--- config.mk ---
export PLATFORM = sky130hd
export DESIGN_NAME = seg7_scan_driver
export DESIGN_NICKNAME = d
export VERILOG_FILES = /design/src/rtl/seg7_pkg.sv /design/src/rtl/seg7_encode.sv /design/src/rtl/seg7_scan_driver.sv
export SDC_FILE = /design/constraint.sdc
export NUM_CORES = 1
export LEC_CHECK = 0
export ABC_AREA = 1
export BUFFER_PORTS_ARGS = -buffer_cell sky130_fd_sc_hd__buf_2
export CORE_AREA = 4 4 92 94
export CTS_CLUSTER_SIZE = 10
export DETAILED_ROUTE_END_ITERATION = 12
export DIE_AREA = 0 0 96 98
export GPL_ROUTABILITY_DRIVEN = 0
export PLACE_DENSITY = 0.71
export SYNTH_ARGS = -nofsm -noshare
export SYNTH_HDL_FRONTEND = slang
export SYNTH_SLANG_ARGS = --single-unit
--- constraint.sdc ---
create_clock -name clk -period 2.55 [get_ports clk]
set_clock_uncertainty 0.05 [all_clocks]
set_input_delay 0.1275 -clock clk [delete_from_list [all_inputs] [get_ports clk]]
set_output_delay 0.1275 -clock clk [all_outputs]
set_load 0.02 [all_outputs]
--- src/rtl/seg7_pkg.sv ---
// Shared constants, scan state type and nibble-to-segment lookup for the 7-segment driver.
package seg7_pkg;

    // Active-low segment patterns: bit7 = DP (off here), bits6:0 = g..a
    localparam logic [7:0] SEG_0    = 8'hC0;
    localparam logic [7:0] SEG_1    = 8'hF9;
    localparam logic [7:0] SEG_2    = 8'hA4;
    localparam logic [7:0] SEG_3    = 8'hB0;
    localparam logic [7:0] SEG_4    = 8'h99;
    localparam logic [7:0] SEG_5    = 8'h92;
    localparam logic [7:0] SEG_6    = 8'h82;
    localparam logic [7:0] SEG_7    = 8'hF8;
    localparam logic [7:0] SEG_8    = 8'h80;
    localparam logic [7:0] SEG_9    = 8'h90;
    localparam logic [7:0] SEG_A    = 8'h88;
    localparam logic [7:0] SEG_B    = 8'h83;
    localparam logic [7:0] SEG_C    = 8'hC6;
    localparam logic [7:0] SEG_D    = 8'hA1;
    localparam logic [7:0] SEG_E    = 8'h86;
    localparam logic [7:0] SEG_F    = 8'h8E;
    localparam logic [7:0] SEG_DASH = 8'hBF;
    localparam logic [7:0] SEG_OFF  = 8'hFF;

    typedef enum logic {BLANK, SHOW} scan_state_t;

    // Codes above 9 fall back to a dash unless hex display is enabled
    function automatic logic [7:0] seg7_code(input logic [3:0] nibble, input logic hex_mode);
        logic [7:0] code;
        case (nibble)
            4'h0:    code = SEG_0;
            4'h1:    code = SEG_1;
            4'h2:    code = SEG_2;
            4'h3:    code = SEG_3;
            4'h4:    code = SEG_4;
            4'h5:    code = SEG_5;
            4'h6:    code = SEG_6;
            4'h7:    code = SEG_7;
            4'h8:    code = SEG_8;
            4'h9:    code = SEG_9;
            4'hA:    code = SEG_A;
            4'hB:    code = SEG_B;
            4'hC:    code = SEG_C;
            4'hD:    code = SEG_D;
            4'hE:    code = SEG_E;
            default: code = SEG_F;
        endcase
        if (!hex_mode && (nibble > 4'd9)) begin
            code = SEG_DASH;
        end
        return code;
    endfunction

endpackage

--- src/rtl/seg7_encode.sv ---
// Combinational encoder for one digit: segment pattern, leading-zero blank and decimal point.
module seg7_encode
    import seg7_pkg::*;
(
    input  logic [3:0] nibble,
    input  logic       hex_mode,
    input  logic       blank,
    input  logic       dp,
    output logic [7:0] leds
);

    // Blanking only clears the digit segments; the DP stays under caller control
    always_comb begin
        leds = seg7_code(nibble, hex_mode);
        if (blank) begin
            leds[6:0] = 7'h7F;
        end
        leds[7] = ~dp;
    end

endmodule

--- src/rtl/seg7_scan_driver.sv ---
// Multiplexed NDIGITS 7-segment scan driver with blanking gaps, double-buffered display
// value behind a load/ack handshake, and leading-zero blanking.
module seg7_scan_driver
    import seg7_pkg::*;
#(
    parameter int unsigned NDIGITS   = 4,
    parameter int unsigned SCAN_DIV  = 50000,
    parameter int unsigned BLANK_CYC = 500,
    parameter bit          HEX_MODE  = 1'b0
) (
    input  logic                 clk,
    input  logic                 reset_n,
    input  logic [4*NDIGITS-1:0] digits_in,
    input  logic [NDIGITS-1:0]   dp_in,
    input  logic                 load,
    input  logic                 lzb_en,
    output logic                 load_ack,
    output logic                 frame_done,
    output logic [7:0]           leds,
    output logic [NDIGITS-1:0]   digit_sel_n
);

    localparam int unsigned ShowCyc = SCAN_DIV - BLANK_CYC;
    localparam int unsigned CntW    = $clog2(SCAN_DIV);
    localparam int unsigned IdxW    = (NDIGITS > 1) ? $clog2(NDIGITS) : 1;

    scan_state_t            state_q, state_d;
    logic [IdxW-1:0]        idx_q, idx_d;
    logic [CntW-1:0]        cnt_q, cnt_d;
    logic [4*NDIGITS-1:0]   stage_digits_q, stage_digits_d;
    logic [NDIGITS-1:0]     stage_dp_q, stage_dp_d;
    logic                   stage_lzb_q, stage_lzb_d;
    logic                   pending_q, pending_d;
    logic [4*NDIGITS-1:0]   disp_digits_q, disp_digits_d;
    logic [NDIGITS-1:0]     disp_dp_q, disp_dp_d;
    logic                   disp_lzb_q, disp_lzb_d;
    logic [7:0]             leds_q, leds_d;
    logic [NDIGITS-1:0]     sel_q, sel_d;
    logic                   load_ack_q, load_ack_d;
    logic                   frame_done_q, frame_done_d;

    logic                   wrap;
    logic [NDIGITS-1:0]     lzb_mask;
    logic                   zero_run;
    logic [3:0]             cur_nib;
    logic                   cur_dp;
    logic                   cur_blank;
    logic [7:0]             cur_leds;

    // Leading-zero mask: a digit blanks while it and everything above it are zero
    always_comb begin
        zero_run = 1'b1;
        lzb_mask = '0;
        for (int i = NDIGITS - 1; i >= 0; i--) begin
            zero_run    = zero_run & (disp_digits_q[4*i +: 4] == 4'd0);
            lzb_mask[i] = disp_lzb_q & zero_run & (i != 0);
        end
    end

    // Select the nibble, DP and blank flag of the digit currently being scanned
    always_comb begin
        cur_nib   = 4'd0;
        cur_dp    = 1'b0;
        cur_blank = 1'b0;
        for (int i = 0; i < NDIGITS; i++) begin
            if (IdxW'(i) == idx_q) begin
                cur_nib   = disp_digits_q[4*i +: 4];
                cur_dp    = disp_dp_q[i];
                cur_blank = lzb_mask[i];
            end
        end
    end

    seg7_encode u_encode (
        .nibble   (cur_nib),
        .hex_mode (HEX_MODE),
        .blank    (cur_blank),
        .dp       (cur_dp),
        .leds     (cur_leds)
    );

    // Scan FSM, handshake and registered-output next state
    always_comb begin
        state_d        = state_q;
        idx_d          = idx_q;
        cnt_d          = cnt_q + CntW'(1);
        wrap           = 1'b0;
        stage_digits_d = stage_digits_q;
        stage_dp_d     = stage_dp_q;
        stage_lzb_d    = stage_lzb_q;
        pending_d      = pending_q;
        disp_digits_d  = disp_digits_q;
        disp_dp_d      = disp_dp_q;
        disp_lzb_d     = disp_lzb_q;
        leds_d         = SEG_OFF;
        sel_d          = '1;

        case (state_q)
            BLANK: begin
                if (cnt_q == CntW'(BLANK_CYC - 1)) begin
                    state_d = SHOW;
                    cnt_d   = '0;
                end
            end
            default: begin
                if (cnt_q == CntW'(ShowCyc - 1)) begin
                    state_d = BLANK;
                    cnt_d   = '0;
                    if (idx_q == IdxW'(NDIGITS - 1)) begin
                        idx_d = '0;
                        wrap  = 1'b1;
                    end else begin
                        idx_d = idx_q + IdxW'(1);
                    end
                end
            end
        endcase

        // The wrap consumes the old staging; a load on that same cycle stays pending
        if (wrap && pending_q) begin
            disp_digits_d = stage_digits_q;
            disp_dp_d     = stage_dp_q;
            disp_lzb_d    = stage_lzb_q;
            pending_d     = 1'b0;
        end
        if (load) begin
            stage_digits_d = digits_in;
            stage_dp_d     = dp_in;
            stage_lzb_d    = lzb_en;
            pending_d      = 1'b1;
        end

        load_ack_d   = wrap & pending_q;
        frame_done_d = wrap;

        // Entering or staying in SHOW never changes idx or the display value
        if (state_d == SHOW) begin
            leds_d       = cur_leds;
            sel_d[idx_q] = 1'b0;
        end
    end

    // State, buffers and registered outputs
    always_ff @(posedge clk or negedge reset_n) begin
        if (!reset_n) begin
            state_q        <= BLANK;
            idx_q          <= '0;
            cnt_q          <= '0;
            stage_digits_q <= '0;
            stage_dp_q     <= '0;
            stage_lzb_q    <= 1'b0;
            pending_q      <= 1'b0;
            disp_digits_q  <= '0;
            disp_dp_q      <= '0;
            disp_lzb_q     <= 1'b0;
            leds_q         <= SEG_OFF;
            sel_q          <= '1;
            load_ack_q     <= 1'b0;
            frame_done_q   <= 1'b0;
        end else begin
            state_q        <= state_d;
            idx_q          <= idx_d;
            cnt_q          <= cnt_d;
            stage_digits_q <= stage_digits_d;
            stage_dp_q     <= stage_dp_d;
            stage_lzb_q    <= stage_lzb_d;
            pending_q      <= pending_d;
            disp_digits_q  <= disp_digits_d;
            disp_dp_q      <= disp_dp_d;
            disp_lzb_q     <= disp_lzb_d;
            leds_q         <= leds_d;
            sel_q          <= sel_d;
            load_ack_q     <= load_ack_d;
            frame_done_q   <= frame_done_d;
        end
    end

    assign leds        = leds_q;
    assign digit_sel_n = sel_q;
    assign load_ack    = load_ack_q;
    assign frame_done  = frame_done_q;

endmodule

==> run_results.csv, run 1 <==
group,metric,value,unit
timing,fin_ws,193.8,ps
power,swShare,23.16,%
power,comb_power_share,4.8,%
timing,drv_slew,0,
power,leakage,2.279,nW
clock_tree,numCtsBuffers,9,
cells_and_area,most-common-layout-cells,"nand2_1 (190), dfrtp_1 (64), inv_1 (41)",
clock_tree,clkTransAtPathRegs,80,ps
die,rows,32,
timing,rsz0062_at_grt,"no",
placement,hpwl,5516,µm
routing,drt_iter0_markers,187,
cells_and_area,drive_gt1_share,16.76,%
status,status,"completed",
timing,post-route-min-period,2356,ps
clock_tree,cts_tree,"done",
clock_tree,ctsHtreeMaxLevel,3,
die,die_height,98,µm
power,peakVddDrop,0.3993,mV
power,seq_power_share,58.8,%
setup_path,rrSetupSlack,190,ps
clock_tree,cts.sinks,76,
power,p_sw,0.4929,mW
clock_tree,cts_setup_buffers,0,
die,ioPinCount,38,
routing,first_pass_iters,5,
setup_path,worstPathRequired,2780,ps
routing,drtAntennaViolNets,0,
grt,grt_pass1_wl,13730,µm
grt,grt_start_max_net_pins,77,
die,dieArea,0.009408,mm²
timing,slew_headroom,39.29,%
timing,fmax,424.4,MHz
cells_and_area,design_area,0.004399,mm²
die,initial_core_util,48.95,%
die,die_w,96,µm
yosys,ys.flop_type,"dfrtp_1",
yosys,ys_seq_area_share,51.20,%
grt,antenna_found_initial,0,
cells_and_area,final_common_cell,"nand2_1",
grt,grt.total_usage,18.24,%
timing,hold_viol_final,0,
worst_hold_path,hp-class,"in2reg",
cells_and_area,final_cells,633,
placement,dpl-instance-area,0.004006,mm²
timing,setup_viol,0,
setup_path,critPathMaxFanout,6,
routing,routedWlPerCell,12.46,µm
timing,finalSetupTns,0,ps
yosys,synth-seq-cells,76,
setup_path,arrival,2590,ps
power,power.density,483.8,mW/mm²
run,maxCapViolCount,0,
yosys,syn_avg_cell_area,8.068,µm²
yosys,synth_edf_count,0,
setup_path,start_kind,"flip-flop",
yosys,async_flop_share,100.0,%
yosys,syn_nets,500,
clock_tree,clock_path_buffers,2,
power,pwr-share-clk,36.4,%
power,p_int,1.635,mW
timing,post-route-period-util,92.40,%
placement,dp_slack,223.4,ps
yosys,synthDistinctLibCells,36,
cells_and_area,num_antenna_cells,0,
cells_and_area,area_growth,17.51,%
grt,grt_pass1_vias,3144,
yosys,synthesis.instances,464,
routing,route.detailed.drc,0,
clock_tree,insertion_delay,350,ps
setup_path,crit_type,"reg2reg",
placement,io_buffers,37,
yosys,ys_warn_count,0,
cells_and_area,layout.nets,562,
yosys,synth_area,0.003744,mm²
placement,post-place-cells,595,
setup_path,critPathCaptureType,"flip-flop",
die,coreArea,0.007647,mm²
clock_tree,root_buffer,"clkbuf_8",
routing,via_per_inst,4.943,
routing,wirelength,7888,µm
grt,grt_overflow,0,
routing,num_vias,3129,
timing,worst_slew_pin_slew,910.7,ps
## critical path: stages (launching register included)
cell and delay (ps):
dfrtp_1 420, inv_1 110, ha_2 230, inv_1 70, nor2_1 140, nand2_1 90, nand2_1 70, nand2_1 60
nand2_2 100, inv_1 110, ha_1 210, or2_2 300, nand3_1 90, nand2_1 50, clkinv_1 80, nor2_4 50
nand3_1 70
## timing repair
action | 4_1_cts | 5_1_grt
resized for setup | 0 | 4
hold endpoints to repair | 85 | 0
setup endpoints to repair | 0 | 6
hold buffers | 22 | 0
## synth_stat cells (4+ instances only)
cell | instances | area (µm²)
a21oi_1 | 11 | 55.05
nand3_1 | 30 | 150.1
inv_2 | 4 | 15.01
nand2_1 | 191 | 716.9
dfstp_2 | 12 | 315.3
xor2_1 | 5 | 43.79
ha_1 | 12 | 150.1
dfrtp_1 | 64 | 1602
nand2_2 | 4 | 25.02
inv_1 | 41 | 153.9
o21ai_0 | 6 | 30.03
nor2_1 | 37 | 138.9
nor3_1 | 9 | 45.04
buf_6 | 4 | 45.04
## final timing paths
kind                                           start                       endpoint  cells after the start
worst max register to register  idx_q[0]$_DFFE_PN0P_              leds[4]$_DFF_PN1_                     16
max in group asynchronous                    reset_n  disp_digits_q[10]$_DFFE_PN0P_                      2
worst min register to register    cnt_q[0]$_DFF_PN0_             cnt_q[0]$_DFF_PN0_                      1
min in group asynchronous                    reset_n             cnt_q[9]$_DFF_PN0_                      2
worst max-delay path            idx_q[0]$_DFFE_PN0P_              leds[4]$_DFF_PN1_                     16
worst min-delay path                            load  stage_digits_q[9]$_DFFE_PN0P_                      3
## sequential cells by signal (all words and copies together) (netlist names)
| signal | cells |
|---|---|
| stage_dp_q | 4 |
| stage_digits_q | 16 |
| disp_digits_q | 16 |
| pending_q | 1 |
| stage_lzb_q | 1 |
| state_q | 1 |
| disp_lzb_q | 1 |
| idx_q | 2 |
| cnt_q | 16 |
| leds | 8 |
| disp_dp_q | 4 |
| digit_sel_n | 4 |
| load_ack | 1 |
| frame_done | 1 |
## per-layer routing
layer	vias up	part of all wire [%]	GRT usage (%)
li1	1560	-	-
met1	1436	45	23.66
met2	110	48	29.42
met3	23	4.8	3.159
met4	0	2.0	8.315
met5	-	0	0
## power by group through the flow
stage / logic, mW / registers, mW / clock network (mW)
after CTS: 0.105 / 1.25 / 0.797
after detailed placement: 0.0800 / 1.27 / 0
after global placement: 0.0778 / 1.27 / 0
after floorplan: 0.0333 / 1.27 / 0
final: 0.103 / 1.25 / 0.774
after global routing: 0.122 / 1.25 / 0.859
## kinds of logic after synthesis
family	count (synthesis)	share of synthesized area, %
xor gates and xnor gates	7	1.638
buffers and inverters	58	6.718
AOI/OAI and AO/OA	23	3.409
and+or+nand+nor	288	33.02
DFF	76	51.20
adders and majority gates	12	4.011
## through the flow
step	util, %	total power [mW]	hold slack (ps)
finish	57.53	2.128	120.7
CTS	57.40	2.153	111.5
detailed placement	52.39	1.353	275.3
global placement	52.39	1.350	267.0
global route	57.53	2.235	128.7
floorplan	-	1.303	-218.1
## layout make-up
type | count | area, µm²
fillers | 705 | 3248
well taps | 102 | 127.6
repair buffers | 62 | 430.4
multi-input cells | 330 | 1585
flip-flops and latches | 76 | 1917
clock buffers | 12 | 135.1
inverters | 47 | 176.4
clock inverters | 4 | 27.53
Note: power is estimated with default switching activity, not from simulation.
==> run 2, diff against run 1 <==
--- a/config.mk
+++ b/config.mk
@@ -8,11 +8,12 @@
 export ABC_AREA = 1
 export BUFFER_PORTS_ARGS = -buffer_cell sky130_fd_sc_hd__buf_2
 export CORE_AREA = 4 4 92 94
+export CTS_BUF_LIST = sky130_fd_sc_hd__clkbuf_4
 export CTS_CLUSTER_SIZE = 10
 export DETAILED_ROUTE_END_ITERATION = 12
 export DIE_AREA = 0 0 96 98
 export GPL_ROUTABILITY_DRIVEN = 0
-export PLACE_DENSITY = 0.71
+export PLACE_DENSITY = 0.73
 export SYNTH_ARGS = -nofsm -noshare
 export SYNTH_HDL_FRONTEND = slang
 export SYNTH_SLANG_ARGS = --single-unit
==> run_results.csv, run 2 (synthesized netlist as in run 1, its figures left out) <==
group,metric,value,unit
clock_tree,numCtsBuffers,9,
cells_and_area,reg.largest.list,"cnt_q x16, disp_digits_q x16, stage_digits_q x16",
die,initial_core_util,48.95,%
routing,routedWlPerCell,11.74,µm
cells_and_area,final_common_cell,"nand2_1",
timing,rsz0062_at_grt,"no",
routing,route.detailed.drc,0,
placement,hpwl,5228,µm
setup_path,arrival,2600,ps
timing,drv_slew,0,
cells_and_area,num_antenna_cells,0,
grt,grt_start_max_net_pins,77,
cells_and_area,area_growth,17.58,%
run,maxCapViolCount,0,
grt,grt_overflow,0,
routing,drtAntennaViolNets,0,
routing,wirelength,7422,µm
placement,post-place-cells,594,
power,comb_power_share,4.9,%
placement,io_buffers,37,
setup_path,critPathLaunch,"idx_q[0]$_DFFE_PN0P_",
power,p_sw,0.4884,mW
status,status,"completed",
power,pwr-share-clk,34.9,%
power,swShare,23.47,%
grt,antenna_found_initial,0,
setup_path,crit_type,"reg2reg",
setup_path,critPathCaptureType,"flip-flop",
die,rows,32,
power,peakVddDrop,0.2922,mV
routing,num_vias,3034,
timing,whs,40.47,ps
grt,grt.total_usage,17.37,%
clock_tree,insertion_delay,420,ps
clock_tree,cts.sinks,76,
routing,via_per_inst,4.801,
die,coreArea,0.007647,mm²
timing,post-route-period-util,89.77,%
setup_path,start_kind,"flip-flop",
timing,setup_viol,0,
setup_path,cp_cell_sequence,"inv_2 -> ha_4 -> inv_1 -> nor2_1 -> nand2_1 -> nand2_1 -> nand2_1 -> nand2_2 -> inv_1 -> ha_1 -> or2_2 -> nand3_1 -> nand2_1 -> clkinv_1 -> nor2_4 -> nand3_1",
timing,fmax,436.9,MHz
setup_path,cpMostUsedCell,"nand2_1",
cells_and_area,final_cells,632,
routing,drt_iter0_markers,138,
timing,worst_slew_pin_slew,904.1,ps
cells_and_area,most-common-layout-cells,"nand2_1 (190), dfrtp_1 (64), inv_1 (39)",
setup_path,r2r_cells,16,
placement,dpl-instance-area,0.003999,mm²
setup_path,timing.rr.end,"leds[5]$_DFF_PN1_",
power,leakage,2.281,nW
clock_tree,clock_path_buffers,2,
cells_and_area,design_area,0.004402,mm²
routing,first_pass_iters,4,
setup_path,crit_path_max_incr_delay,480,ps
clock_tree,cts_tree,"done",
cells_and_area,register_area,0.001917,mm²
power,p_int,1.593,mW
die,ioPinCount,38,
setup_path,rr_startpoint,"idx_q[0]$_DFFE_PN0P_",
cells_and_area,fillers,710,
timing,hold_viol_final,0,
setup_path,worstPathRequired,2860,ps
cells_and_area,multi_input_area,0.001618,mm²
worst_hold_path,hp-class,"in2reg",
die,dieArea,0.009408,mm²
cells_and_area,layout.nets,561,
cells_and_area,drive_gt1_share,17.74,%
clock_tree,clkTransAtPathRegs,130,ps
setup_path,rrSetupSlack,260,ps
setup_path,critPathSlowestCell,"dfrtp_1",
grt,grt_pass1_wl,13170,µm
setup_path,critPathMaxFanout,6,
die,die_w,96,µm
timing,finalSetupTns,0,ps
timing,post-route-min-period,2289,ps
grt,grt_pass1_vias,2968,
timing,slew_headroom,39.72,%
die,die_height,98,µm
clock_tree,root_buffer,"clkbuf_4",
clock_tree,ctsHtreeMaxLevel,3,
setup_path,critPathCapture,"leds[5]$_DFF_PN1_",
cells_and_area,final_util,57.56,%
power,seq_power_share,60.1,%
power,power.density,472.8,mW/mm²
-- run 2: cell types whose count changed in the layout (fill, tap and decap cells not counted), sizes merged --
| cell | change |
|---|---|
| clkbuf | -2 |
| buf | -1 |
| bufinv | +1 |
| clkinv | +3 |
| clkinvlp | -2 |
-- run 2: area by class of cell --
class	count	share of cell area, %
repair buffers	61	9.608
clock inverters	6	1.478
flip-flops and latches	76	43.55
multi-input cells	330	36.75
inverters	47	4.008
well taps	102	2.899
clock buffers	10	1.706
-- run 2: critical path: cells and delay by family (launching register included) --
family	cells	cell delay, ps
and+or+nand+nor	10	950
buffers and inverters	4	380
DFF	1	480
adders and majority gates	2	380
-- run 2: through the flow --
| stage | setup WS [ps] | power (mW) |
|---|---|---|
| floorplan | 173.8 | 1.303 |
| global placement | 343.3 | 1.350 |
| detailed placement | 250.8 | 1.353 |
| CTS | 187.9 | 2.110 |
| global route | 5.184 | 2.191 |
| finish | 261.0 | 2.081 |
-- run 2: worst min path at each step --
stage            start                        endpoint  slack, ps  depth (start not counted)
6_report          load  stage_digits_q[11]$_DFFE_PN0P_         40                          3
5_1_grt           load   stage_digits_q[9]$_DFFE_PN0P_         40                          3
4_1_cts           load   stage_digits_q[8]$_DFFE_PN0P_         20                          3
3_5_place_dp   reset_n             cnt_q[11]$_DFF_PN0_        270                          1
3_3_place_gp   reset_n             cnt_q[12]$_DFF_PN0_        260                          1
2_1_floorplan  reset_n              cnt_q[0]$_DFF_PN0_       -220                          0
-- run 2: metal layers --
layer | up-vias | track usage (%) | wire length [µm] | part of all wire [%]
li1 | 1571 | - | - | -
met1 | 1382 | 23.78 | 3541 | 48
met2 | 66 | 26.87 | 3403 | 46
met3 | 15 | 3.544 | 335 | 4.5
met4 | 0 | 6.783 | 142 | 1.9
met5 | - | 0 | 0 | 0
-- run 2: power groups by stage --
stage / clock network, mW / logic [mW] / registers (mW)
after CTS: 0.754 / 0.105 / 1.25
after global routing: 0.814 / 0.120 / 1.26
after detailed placement: 0 / 0.0795 / 1.27
final: 0.727 / 0.103 / 1.25
after floorplan: 0 / 0.0333 / 1.27
after global placement: 0 / 0.0772 / 1.27
-- run 2: what timing repair did --
action / 4_1_cts / 5_1_grt
resized for setup: 0 / 10
setup endpoints to repair: 0 / 6
hold buffers: 22 / 0
buffers inserted: 0 / 0
hold endpoints to repair: 85 / 0
==> run 3, diff against run 2 <==
--- a/config.mk
+++ b/config.mk
@@ -7,13 +7,13 @@
 export LEC_CHECK = 0
 export ABC_AREA = 1
 export BUFFER_PORTS_ARGS = -buffer_cell sky130_fd_sc_hd__buf_2
-export CORE_AREA = 4 4 92 94
+export CORE_AREA = 4 4 102 104
 export CTS_BUF_LIST = sky130_fd_sc_hd__clkbuf_4
 export CTS_CLUSTER_SIZE = 10
 export DETAILED_ROUTE_END_ITERATION = 12
-export DIE_AREA = 0 0 96 98
+export DIE_AREA = 0 0 106 108
 export GPL_ROUTABILITY_DRIVEN = 0
-export PLACE_DENSITY = 0.73
+export PLACE_DENSITY = 0.61
 export SYNTH_ARGS = -nofsm -noshare
 export SYNTH_HDL_FRONTEND = slang
 export SYNTH_SLANG_ARGS = --single-unit
==> run_results.csv, run 3 (synthesized netlist as in run 1, its figures left out) <==
group,metric,value,unit
setup_path,worstPathRequired,2870,ps
timing,slew_headroom,37.95,%
grt,grt_overflow,0,
cells_and_area,register_area,0.001917,mm²
setup_path,critPathMaxFanout,10,
cells_and_area,drive_gt1_share,16.70,%
cells_and_area,fillers,979,
routing,route.detailed.drc,0,
power,peakVddDrop,0.2161,mV
timing,drv_slew,0,
die,die_height,108,µm
routing,drt_iter0_markers,92,
timing,fmax,427.8,MHz
timing,finalSetupTns,0,ps
placement,hpwl,5510,µm
die,rows,36,
timing,rsz0062_at_grt,"no",
clock_tree,ctsHtreeMaxLevel,3,
worst_hold_path,hold_path.startpoint,"load",
timing,post-route-min-period,2338,ps
setup_path,r2r_cells,13,
routing,first_pass_iters,5,
setup_path,critPathCaptureType,"flip-flop",
timing,worst_slew_pin_slew,930.7,ps
grt,grt_pass1_wl,13860,µm
placement,io_buffers,37,
worst_hold_path,whs_path_depth,3,
timing,setup_viol,0,
routing,num_vias,3062,
routing,via_per_inst,4.550,
status,status,"completed",
timing,fin_ws,212.4,ps
clock_tree,cts_setup_buffers,0,
run,maxCapViolCount,0,
grt,antenna_found_initial,0,
worst_hold_path,hold_end,"stage_dp_q[0]$_DFFE_PN0P_",
power,power.density,452.0,mW/mm²
grt,grt_pass1_vias,3015,
clock_tree,clkTransAtPathRegs,140,ps
cells_and_area,layout.nets,571,
clock_tree,numCtsBuffers,9,
cells_and_area,reg.largest.list,"cnt_q x16, disp_digits_q x16, stage_digits_q x16",
clock_tree,cts_tree,"done",
die,die_w,106,µm
grt,grt.total_usage,15.10,%
setup_path,start_kind,"flip-flop",
timing,hold_viol_final,0,
timing,post-route-period-util,91.67,%
cells_and_area,most-common-layout-cells,"nand2_1 (190), dfrtp_1 (64), inv_1 (41)",
die,ioPinCount,38,
placement,dp_slack,219.7,ps
setup_path,rrSetupSlack,210,ps
routing,routedWlPerCell,11.63,µm
setup_path,rr_startpoint,"idx_q[0]$_DFFE_PN0P_",
cells_and_area,final_common_cell,"nand2_1",
clock_tree,cts.sinks,76,
setup_path,arrival,2660,ps
routing,drtAntennaViolNets,0,
clock_tree,insertion_delay,440,ps
cells_and_area,area_growth,19.75,%
cells_and_area,multi_input_area,0.001583,mm²
grt,grt_start_max_net_pins,77,
worst_hold_path,hp-class,"in2reg",
placement,post-place-cells,626,
cells_and_area,final_cells,673,
die,initial_core_util,39.20,%
clock_tree,clock_path_buffers,2,
clock_tree,root_buffer,"clkbuf_4",
setup_path,crit_type,"reg2reg",
die,dieArea,0.01145,mm²
setup_path,timing.rr.end,"leds[1]$_DFF_PN1_",
routing,wirelength,7827,µm
power,leakage,2.292,nW
die,coreArea,0.009549,mm²
==> run 3: cell types whose count changed in the layout (fill, tap and decap cells not counted) <==
cell           delta
dlygate4sd3_1     +9
ha_4              -3
clkinv_2          -2
ha_1              +2
inv_1             +2
inv_2             -2
inv_6             +2
buf_4             +1
bufinv_16         -1
clkbuf_4          -1
clkinvlp_4        +1
diode_2           +1
ha_2              +1
==> run 3: worst max-delay path, stage by stage (launching register included) <==
cell	delay, ps
dfrtp_1	430
inv_1	80
ha_1	320
a21oi_1	170
nand2_1	80
a21boi_0	160
buf_4	180
ha_1	190
or2_2	120
nand3_1	70
nand2_1	70
clkinv_1	90
nor2_4	160
nand3_1	90
==> run 3: area by class of cell <==
type,count,area share [%]
antenna,1,0.05582
multi-input combinational,330,35.31
clock buffer,9,1.507
timing repair buffer,71,11.61
inverter,47,3.935
sequential,76,42.76
tap,133,3.712
clock inverter,6,1.116
==> run 3: layer usage <==
layer / vias up / wire [µm] / GRT usage [%]
met4: 0 / 175 / 6.938
li1: 1580 / - / -
met2: 64 / 3418 / 23.32
met1: 1404 / 3873 / 19.94
met5: - / 0 / 0
met3: 14 / 360 / 4.060
==> run 3: worst max-delay path by stage <==
stage | startpoint | endpoint | slack, ps | depth (start not counted)
CTS | idx_q[0]$_DFFE_PN0P_ | leds[3]$_DFF_PN1_ | 180 | 16
finish | idx_q[0]$_DFFE_PN0P_ | leds[1]$_DFF_PN1_ | 210 | 13
global placement | idx_q[1]$_DFFE_PN0P_ | leds[4]$_DFF_PN1_ | 340 | 14
detailed placement | idx_q[0]$_DFFE_PN0P_ | leds[3]$_DFF_PN1_ | 220 | 16
global route | idx_q[0]$_DFFE_PN0P_ | leds[5]$_DFF_PN1_ | 30 | 14
floorplan | idx_q[0]$_DFFE_PN0P_ | leds[0]$_DFF_PN1_ | 170 | 13
==> run 3: repair_timing <==
| action | CTS | global route |
|---|---|---|
| endpoints found under the hold margin | 85 | 0 |
| hold buffers | 31 | 0 |
| setup endpoints to repair | 0 | 6 |
| gates resized for setup | 0 | 3 |
==> run 3: metrics by stage <==
step	util [%]	instance area (µm²)	power [mW]	hold WS (ps)
global placement	42.36	4045	1.352	277.4
global route	46.92	4481	2.132	30.38
CTS	46.84	4473	2.055	3.938
floorplan	-	3744	1.303	-218.1
detailed placement	42.36	4045	1.355	281.6
finish	46.95	4483	2.026	26.61
==> run 3: power breakdown <==
part           switching [mW]  internal (mW)
combinational          0.0570         0.0568
clock                   0.456          0.204
sequential             0.0164           1.24
